File: src/rtl/rom_uploader_if.sv
// rom_uploader_if: bundles the HPS ioctl upload port, the ROM image memory port and the session status.
//   master: HPS/memory side (drives the ioctl requests and mem_data)
//   slave : uploader side (drives ioctl_din/ioctl_wait, the memory strobe and the status)
interface rom_uploader_if;
    logic        ioctl_upload;
    logic        ioctl_rd;
    logic [24:0] ioctl_addr;
    logic [7:0]  ioctl_din;
    logic        ioctl_wait;
    logic [24:0] mem_addr;
    logic        mem_rd;
    logic [7:0]  mem_data;
    logic [24:0] upload_count;
    logic [7:0]  upload_sum;
    logic        upload_done;
    logic        overrun;
    modport master (
        output ioctl_upload, ioctl_rd, ioctl_addr, mem_data,
        input  ioctl_din, ioctl_wait, mem_addr, mem_rd, upload_count, upload_sum, upload_done, overrun
    );
    modport slave (
        input  ioctl_upload, ioctl_rd, ioctl_addr, mem_data,
        output ioctl_din, ioctl_wait, mem_addr, mem_rd, upload_count, upload_sum, upload_done, overrun
    );
endinterface

File: src/rtl/rom_uploader.sv
// rom_uploader: serves HPS byte reads of the ROM image, with per-session byte count and checksum.
//   CLK   : single clock
//   RESET : synchronous, active-high reset
//   bus   : rom_uploader_if.slave (ioctl request/response, memory read port, session status)
module rom_uploader #(
    parameter int IMAGE_SIZE   = 'h18000,
    parameter int READ_LATENCY = 1
) (
    input logic           CLK,
    input logic           RESET,
    rom_uploader_if.slave bus
);
    typedef enum logic [1:0] {IDLE, ISSUE, WAITDATA, CAPTURE} state_t;
    localparam logic [1:0] LAST = 2'(READ_LATENCY - 2);
    state_t      state, state_nxt;
    logic [1:0]  cnt;
    logic [24:0] addr_q, count_q, count_base;
    logic [7:0]  din_q, sum_q, sum_base, new_byte;
    logic        upload_q, done_q, overrun_q;
    logic        in_range, accept, take, oob, abort, deliver, rise, busy_rd;
    assign in_range   = 32'(bus.ioctl_addr) < IMAGE_SIZE;
    assign accept     = state == IDLE && bus.ioctl_upload && bus.ioctl_rd;
    assign take       = accept && in_range;
    assign oob        = accept && !in_range;
    assign abort      = state != IDLE && !bus.ioctl_upload;
    assign deliver    = state == CAPTURE && bus.ioctl_upload;
    assign busy_rd    = state != IDLE && bus.ioctl_upload && bus.ioctl_rd;
    assign rise       = bus.ioctl_upload && !upload_q;
    // a new session starts from zero even if a byte is delivered on the same edge
    assign count_base = rise ? '0 : count_q;
    assign sum_base   = rise ? '0 : sum_q;
    assign new_byte   = deliver ? bus.mem_data : 8'hFF;
    always_comb begin
        state_nxt = state;
        if (abort)
            state_nxt = IDLE;
        else if (take)
            state_nxt = ISSUE;
        else if (state == ISSUE)
            state_nxt = READ_LATENCY == 1 ? CAPTURE : WAITDATA;
        else if (state == WAITDATA && cnt == LAST)
            state_nxt = CAPTURE;
        else if (state == CAPTURE)
            state_nxt = IDLE;
    end
    always_ff @(posedge CLK) begin
        if (RESET) begin
            state     <= IDLE;
            cnt       <= '0;
            addr_q    <= '0;
            din_q     <= '0;
            count_q   <= '0;
            sum_q     <= '0;
            upload_q  <= 1'b0;
            done_q    <= 1'b0;
            overrun_q <= 1'b0;
        end else begin
            state     <= state_nxt;
            cnt       <= state == WAITDATA ? cnt + 2'd1 : 2'd0;
            upload_q  <= bus.ioctl_upload;
            done_q    <= upload_q && !bus.ioctl_upload;
            overrun_q <= (rise ? 1'b0 : overrun_q) | busy_rd;
            if (take)
                addr_q <= bus.ioctl_addr;
            if (deliver || oob) begin
                din_q   <= new_byte;
                count_q <= count_base + 25'd1;
                sum_q   <= sum_base + new_byte;
            end else begin
                count_q <= count_base;
                sum_q   <= sum_base;
            end
        end
    end
    assign bus.mem_rd       = state == ISSUE;
    assign bus.mem_addr     = addr_q;
    assign bus.ioctl_wait   = state != IDLE;
    assign bus.ioctl_din    = din_q;
    assign bus.upload_count = count_q;
    assign bus.upload_sum   = sum_q;
    assign bus.upload_done  = done_q;
    assign bus.overrun      = overrun_q;
endmodule
File: src/flat_wrapper.sv
// flat-port wrapper written by rule: the top's interface ports become plain ports
module rom_uploader_flat 
#(
    parameter int IMAGE_SIZE   = 'h18000,
    parameter int READ_LATENCY = 1
)
  (CLK, RESET, bus_ioctl_upload, bus_ioctl_rd, bus_ioctl_addr, bus_mem_data, bus_ioctl_din, bus_ioctl_wait, bus_mem_addr, bus_mem_rd, bus_upload_count, bus_upload_sum, bus_upload_done, bus_overrun);
  rom_uploader_if bus_i ();
  input logic CLK;
  input logic RESET;
  input wire logic [$bits(bus_i.ioctl_upload)-1:0] bus_ioctl_upload;
  input wire logic [$bits(bus_i.ioctl_rd)-1:0] bus_ioctl_rd;
  input wire logic [$bits(bus_i.ioctl_addr)-1:0] bus_ioctl_addr;
  input wire logic [$bits(bus_i.mem_data)-1:0] bus_mem_data;
  output wire logic [$bits(bus_i.ioctl_din)-1:0] bus_ioctl_din;
  output wire logic [$bits(bus_i.ioctl_wait)-1:0] bus_ioctl_wait;
  output wire logic [$bits(bus_i.mem_addr)-1:0] bus_mem_addr;
  output wire logic [$bits(bus_i.mem_rd)-1:0] bus_mem_rd;
  output wire logic [$bits(bus_i.upload_count)-1:0] bus_upload_count;
  output wire logic [$bits(bus_i.upload_sum)-1:0] bus_upload_sum;
  output wire logic [$bits(bus_i.upload_done)-1:0] bus_upload_done;
  output wire logic [$bits(bus_i.overrun)-1:0] bus_overrun;
  assign bus_i.ioctl_upload = bus_ioctl_upload;
  assign bus_i.ioctl_rd = bus_ioctl_rd;
  assign bus_i.ioctl_addr = bus_ioctl_addr;
  assign bus_i.mem_data = bus_mem_data;
  assign bus_ioctl_din = bus_i.ioctl_din;
  assign bus_ioctl_wait = bus_i.ioctl_wait;
  assign bus_mem_addr = bus_i.mem_addr;
  assign bus_mem_rd = bus_i.mem_rd;
  assign bus_upload_count = bus_i.upload_count;
  assign bus_upload_sum = bus_i.upload_sum;
  assign bus_upload_done = bus_i.upload_done;
  assign bus_overrun = bus_i.overrun;
  rom_uploader #(.IMAGE_SIZE(IMAGE_SIZE), .READ_LATENCY(READ_LATENCY)) u_core (.CLK(CLK), .RESET(RESET), .bus(bus_i));
endmodule
File: config.mk
export PLATFORM = sky130hd
export DESIGN_NAME = rom_uploader_flat
export DESIGN_NICKNAME = d
export VERILOG_FILES = /design/src/rtl/rom_uploader_if.sv /design/src/rtl/rom_uploader.sv /design/src/flat_wrapper.sv
export SDC_FILE = /design/constraint.sdc
export NUM_CORES = 1
export LEC_CHECK = 0
export BUFFER_PORTS_ARGS = -buffer_cell sky130_fd_sc_hd__buf_2
export CAP_MARGIN = 20
export CORE_ASPECT_RATIO = 1.4
export CORE_MARGIN = 2
export CORE_UTILIZATION = 42
export CTS_BUF_LIST = sky130_fd_sc_hd__clkbuf_4 sky130_fd_sc_hd__clkbuf_8 sky130_fd_sc_hd__clkbuf_16
export CTS_CLUSTER_DIAMETER = 150
export DETAILED_ROUTE_END_ITERATION = 8
export PLACE_DENSITY = 0.68
export SLEW_MARGIN = 20
export SYNTH_ARGS = -nofsm -noshare
export SYNTH_HDL_FRONTEND = slang
export SYNTH_SLANG_ARGS = --single-unit
File: constraint.sdc
create_clock -name CLK -period 4.69 [get_ports CLK]
set_input_delay 0.469 -clock CLK [delete_from_list [all_inputs] [get_ports CLK]]
set_output_delay 0.469 -clock CLK [all_outputs]
set_load 0.03 [all_outputs]
==> key figures <==
Logic synthesis
  – Synth area leaders: dfxtp_1 (45%), nand2_1 (6.6%), a21oi_1 (6.3%)
  – Post-synth top flop: dfxtp_1
  – Avg Cell Area, Syn: 8.31 um2
  – Post-Synthesis Cells: 390
  – Async set-or-reset flop fraction in the synthesized netlist: 0
  – Seq cells post-synth: 73
  – Mapped Nets: 437
  – Share of the synthesized area in the top cell type: 0.451
  – Cell variety after synth: 45
  – Sequential element share of the synthesized area: 0.451
  – Post-synth EDFFs: 0
  – Warnings from Yosys: 0
  – Area leader, netlist: dfxtp_1
  – Post-Syn Area: 3240 um2

Pwr
  – Peak supply drop: 233 uV
  – Lkg Pwr: 1.71 nW
  – Power Dens Cells: 312 nW/um2

Finish
  – Ratio of cells with drive above 1 in the final layout: 0.259
  – Final core utilization: 0.545
  – Nets@finish: 537
  – Layout area overhead: 24.5%
  – Register Area: 1460 um2
  – Ant diodes: 0
  – Multi-input gate area: 1660 um2
  – # fillers: 725
  – Fin cells: 592

Critical path
  – Worst EP required: 4.97 ns
  – Crit Path Max Fanout: 22
  – Reg2Reg Setup Slack: 1.96 ns
  – CP max stage delay: 0.59 ns
  – Critical path endpoint category: register
  – Setup CP Type: register to register
  – Critical path arrival: 3.00 ns
  – Crit-path cells: nand2b_1 -> and2_1 -> ha_1 -> and2_1 -> nand3_1 -> or4_1 -> a21oi_1
  – Delay-heaviest family, CP: simple AND/OR/NAND/NOR gates
  – R2r endpoint: u_core.bus.upload_count[24]
  – Critical Path Source: u_core.upload_q
  – Worst setup SP type: register
  – Critical path buffers and inverters: 0
  – Critical path's slowest cell: or4_1
  – R2R cell count: 7
  – R2r startpoint: u_core.upload_q
  – Top cell by count, worst path: and2_1

Clock network
  – Root Buffer: clkbuf_8
  – Clock-pin slew on the worst setup and hold paths: 0.08 ns
  – Clock buffer count from CTS: 9
  – CTS tree: done
  – Post-cts resize count: 0
  – Post-CTS Hold Buffers: 0
  – Max Root-Sink Buffers: 2
  – Clock sinks: 73
  – Clock Latency Late Sink: 0.36 ns
  – H-tree Lvls: 3
  – Setup Buffers After CTS: 0

Hold path
  – Worst hold path depth: 3
  – Hold EP: u_core.bus.mem_addr[0]
  – Tightest Hold Check Type: input port to register
  – Hold_sp: bus_ioctl_addr[0]

Drt
  – Via count: 3130
  – Iteration-0 DRC Markers: 112
  – Drt pass-1 iters: 4
  – Wire per inst: 13.9 um
  – Drt drc: 0
  – Final wirelength: 8.21 mm
  – Avg Vias per Cell: 5.29
  – Routed Antenna Nets: 0

GRT
  – Largest net degree at the start of global routing: 50
  – Initial antenna violation count: 0
  – First-pass GRT wire length: 13.4 mm
  – Global route total overflow: 0
  – Vias in the first global route: 3031
  – Gr usage total: 0.198

STA
  – Max-slew violations: 0
  – RSZ-0062 raised after global routing: no
  – Setup Skew: 0.00892 ns
  – Final setup viols: 0
  – Achievable frequency: 0.367 GHz
  – Fin. Hold Viols: 0
  – Sum of negative setup slack: 0 ns
  – Rel. slew slack: 0.416
  – Final hold slack: 0.341 ns
  – Final period utilization: 0.581
  – Slew @ Worst Pin: 0.876 ns
  – Final Critical Period: 2.73 ns

Place
  – Input/output buffers: 106
  – Final GP Congestion: 0.799
  – Placed cells: 576
  – Post-DP HPWL: 5.93 mm

Floorplan
  – Die X: 78.3 um
  – Core Area: 7410 um2
  – Die Ht: 108 um
  – Die footprint: 8450 um2
  – Cell Rows: 37
  – I/O pin count: 107
  – Initial core utilization: 0.438

Outcome
  – Status: finished, final reports clean

Flow run
  – Max Cap Viol: 0
==> placed cells by master, fill, tap and decap left out, drive strengths merged, types with 2 or more instances in the layout <==
cell	n
buf	108
dfxtp	73
nand2	57
a21oi	41
nor2	34
and2	19
inv	14
or4	12
o31ai	11
clkbuf	11
nand3	10
nand4	10
nor3	9
ha	9
o21ai	6
xnor2	6
nand2b	5
nor2b	5
nor4	5
xor2	5
or2	3
and4	3
nor3b	3
o21a	3
a21o	3
or3	3
o211ai	2
a211o	2
nand4b	2
and3	2
nand3b	2
clkinv	2
clkinvlp	2
==> area by class of cell <==
type                            instances  area share
Multi-Input combinational cell        284       0.410
Sequential cell                        73       0.362
Timing Repair Buffer                  108       0.135
Clock buffer                           11      0.0360
Tap cell                               97      0.0301
Clock inverter                          5      0.0136
Inverter                               14      0.0130
==> sequential cells by signal, summed over array words and instances, names as in the netlist <==
| name | cells |
|---|---|
| u_core.bus.ioctl_din | 8 |
| u_core.bus.mem_addr | 25 |
| u_core.bus.upload_done | 1 |
| u_core.upload_q | 1 |
| u_core.bus.upload_sum | 8 |
| u_core.bus.overrun | 1 |
| u_core.bus.upload_count | 25 |
| u_core.state | 2 |
| u_core.cnt | 2 |
==> worst register-to-register path, stage by stage (launching register included) <==
cell	delay, ns
dfxtp_1	0.32
nand2b_1	0.58
and2_1	0.27
ha_1	0.17
and2_1	0.20
nand3_1	0.37
or4_1	0.59
a21oi_1	0.15
==> worst max path at each step <==
stage / end / slack, ns / cells after the start
2_1_floorplan: u_core.bus.upload_sum[6] / 2.10 / 12
3_3_place_gp: u_core.bus.upload_count[24] / 1.82 / 8
3_5_place_dp: u_core.bus.upload_count[24] / 1.72 / 8
4_1_cts: u_core.bus.upload_count[24] / 1.95 / 7
5_1_grt: u_core.bus.upload_count[24] / 1.71 / 7
6_report: u_core.bus.upload_count[24] / 1.96 / 7
==> cells in the mapped netlist (2+ instances only) <==
cell,number
nand3_1,10
nor3b_1,3
and3_1,2
nor4_1,5
nand3b_1,2
inv_1,14
o211ai_1,2
xnor2_1,6
or4_1,12
nor3_1,9
and2_1,19
a211o_1,2
or3_1,2
nand2_1,57
o21a_1,3
o21ai_0,6
nand4_1,10
dfxtp_1,73
o31ai_1,11
a21o_1,3
clkbuf_1,17
nor2b_1,5
or2_2,3
nand2b_1,5
a21oi_1,41
xor2_1,5
nor2_1,34
nand4b_1,2
and4_1,3
ha_1,9
==> stage by stage <==
step / cell area (um2) / worst slack (ns) / total power, W
global placement: 3830 / 1.82 / 0.000766
floorplan: 3240 / 2.10 / 0.000729
global route: 4040 / 1.71 / 0.00130
finish: 4040 / 1.96 / 0.00126
CTS: 4040 / 1.95 / 0.00127
detailed placement: 3840 / 1.72 / 0.000769
==> power breakdown <==
part	total [W]	internal, W	switching, W
Combinational	0.000117	0.0000435	0.0000740
Sequential	0.000637	0.000630	0.00000614
Clock	0.000505	0.000264	0.000241
==> kinds of logic after synthesis <==
kind of cell,synth area share
compound gates,0.142
buf+inv,0.0386
xor+xnor,0.0297
flops,0.451
simple gates,0.298
fa+ha+maj,0.0409
==> metal layers <==
metal / up-vias / GRT usage / part of all wire
met4: 0 / 0.112 / 0.023
met3: 13 / 0.0392 / 0.045
met2: 69 / 0.365 / 0.52
li1: 1565 / - / -
met5: - / 0 / 0
met1: 1483 / 0.208 / 0.41
Power figures use the tool's default switching activity.
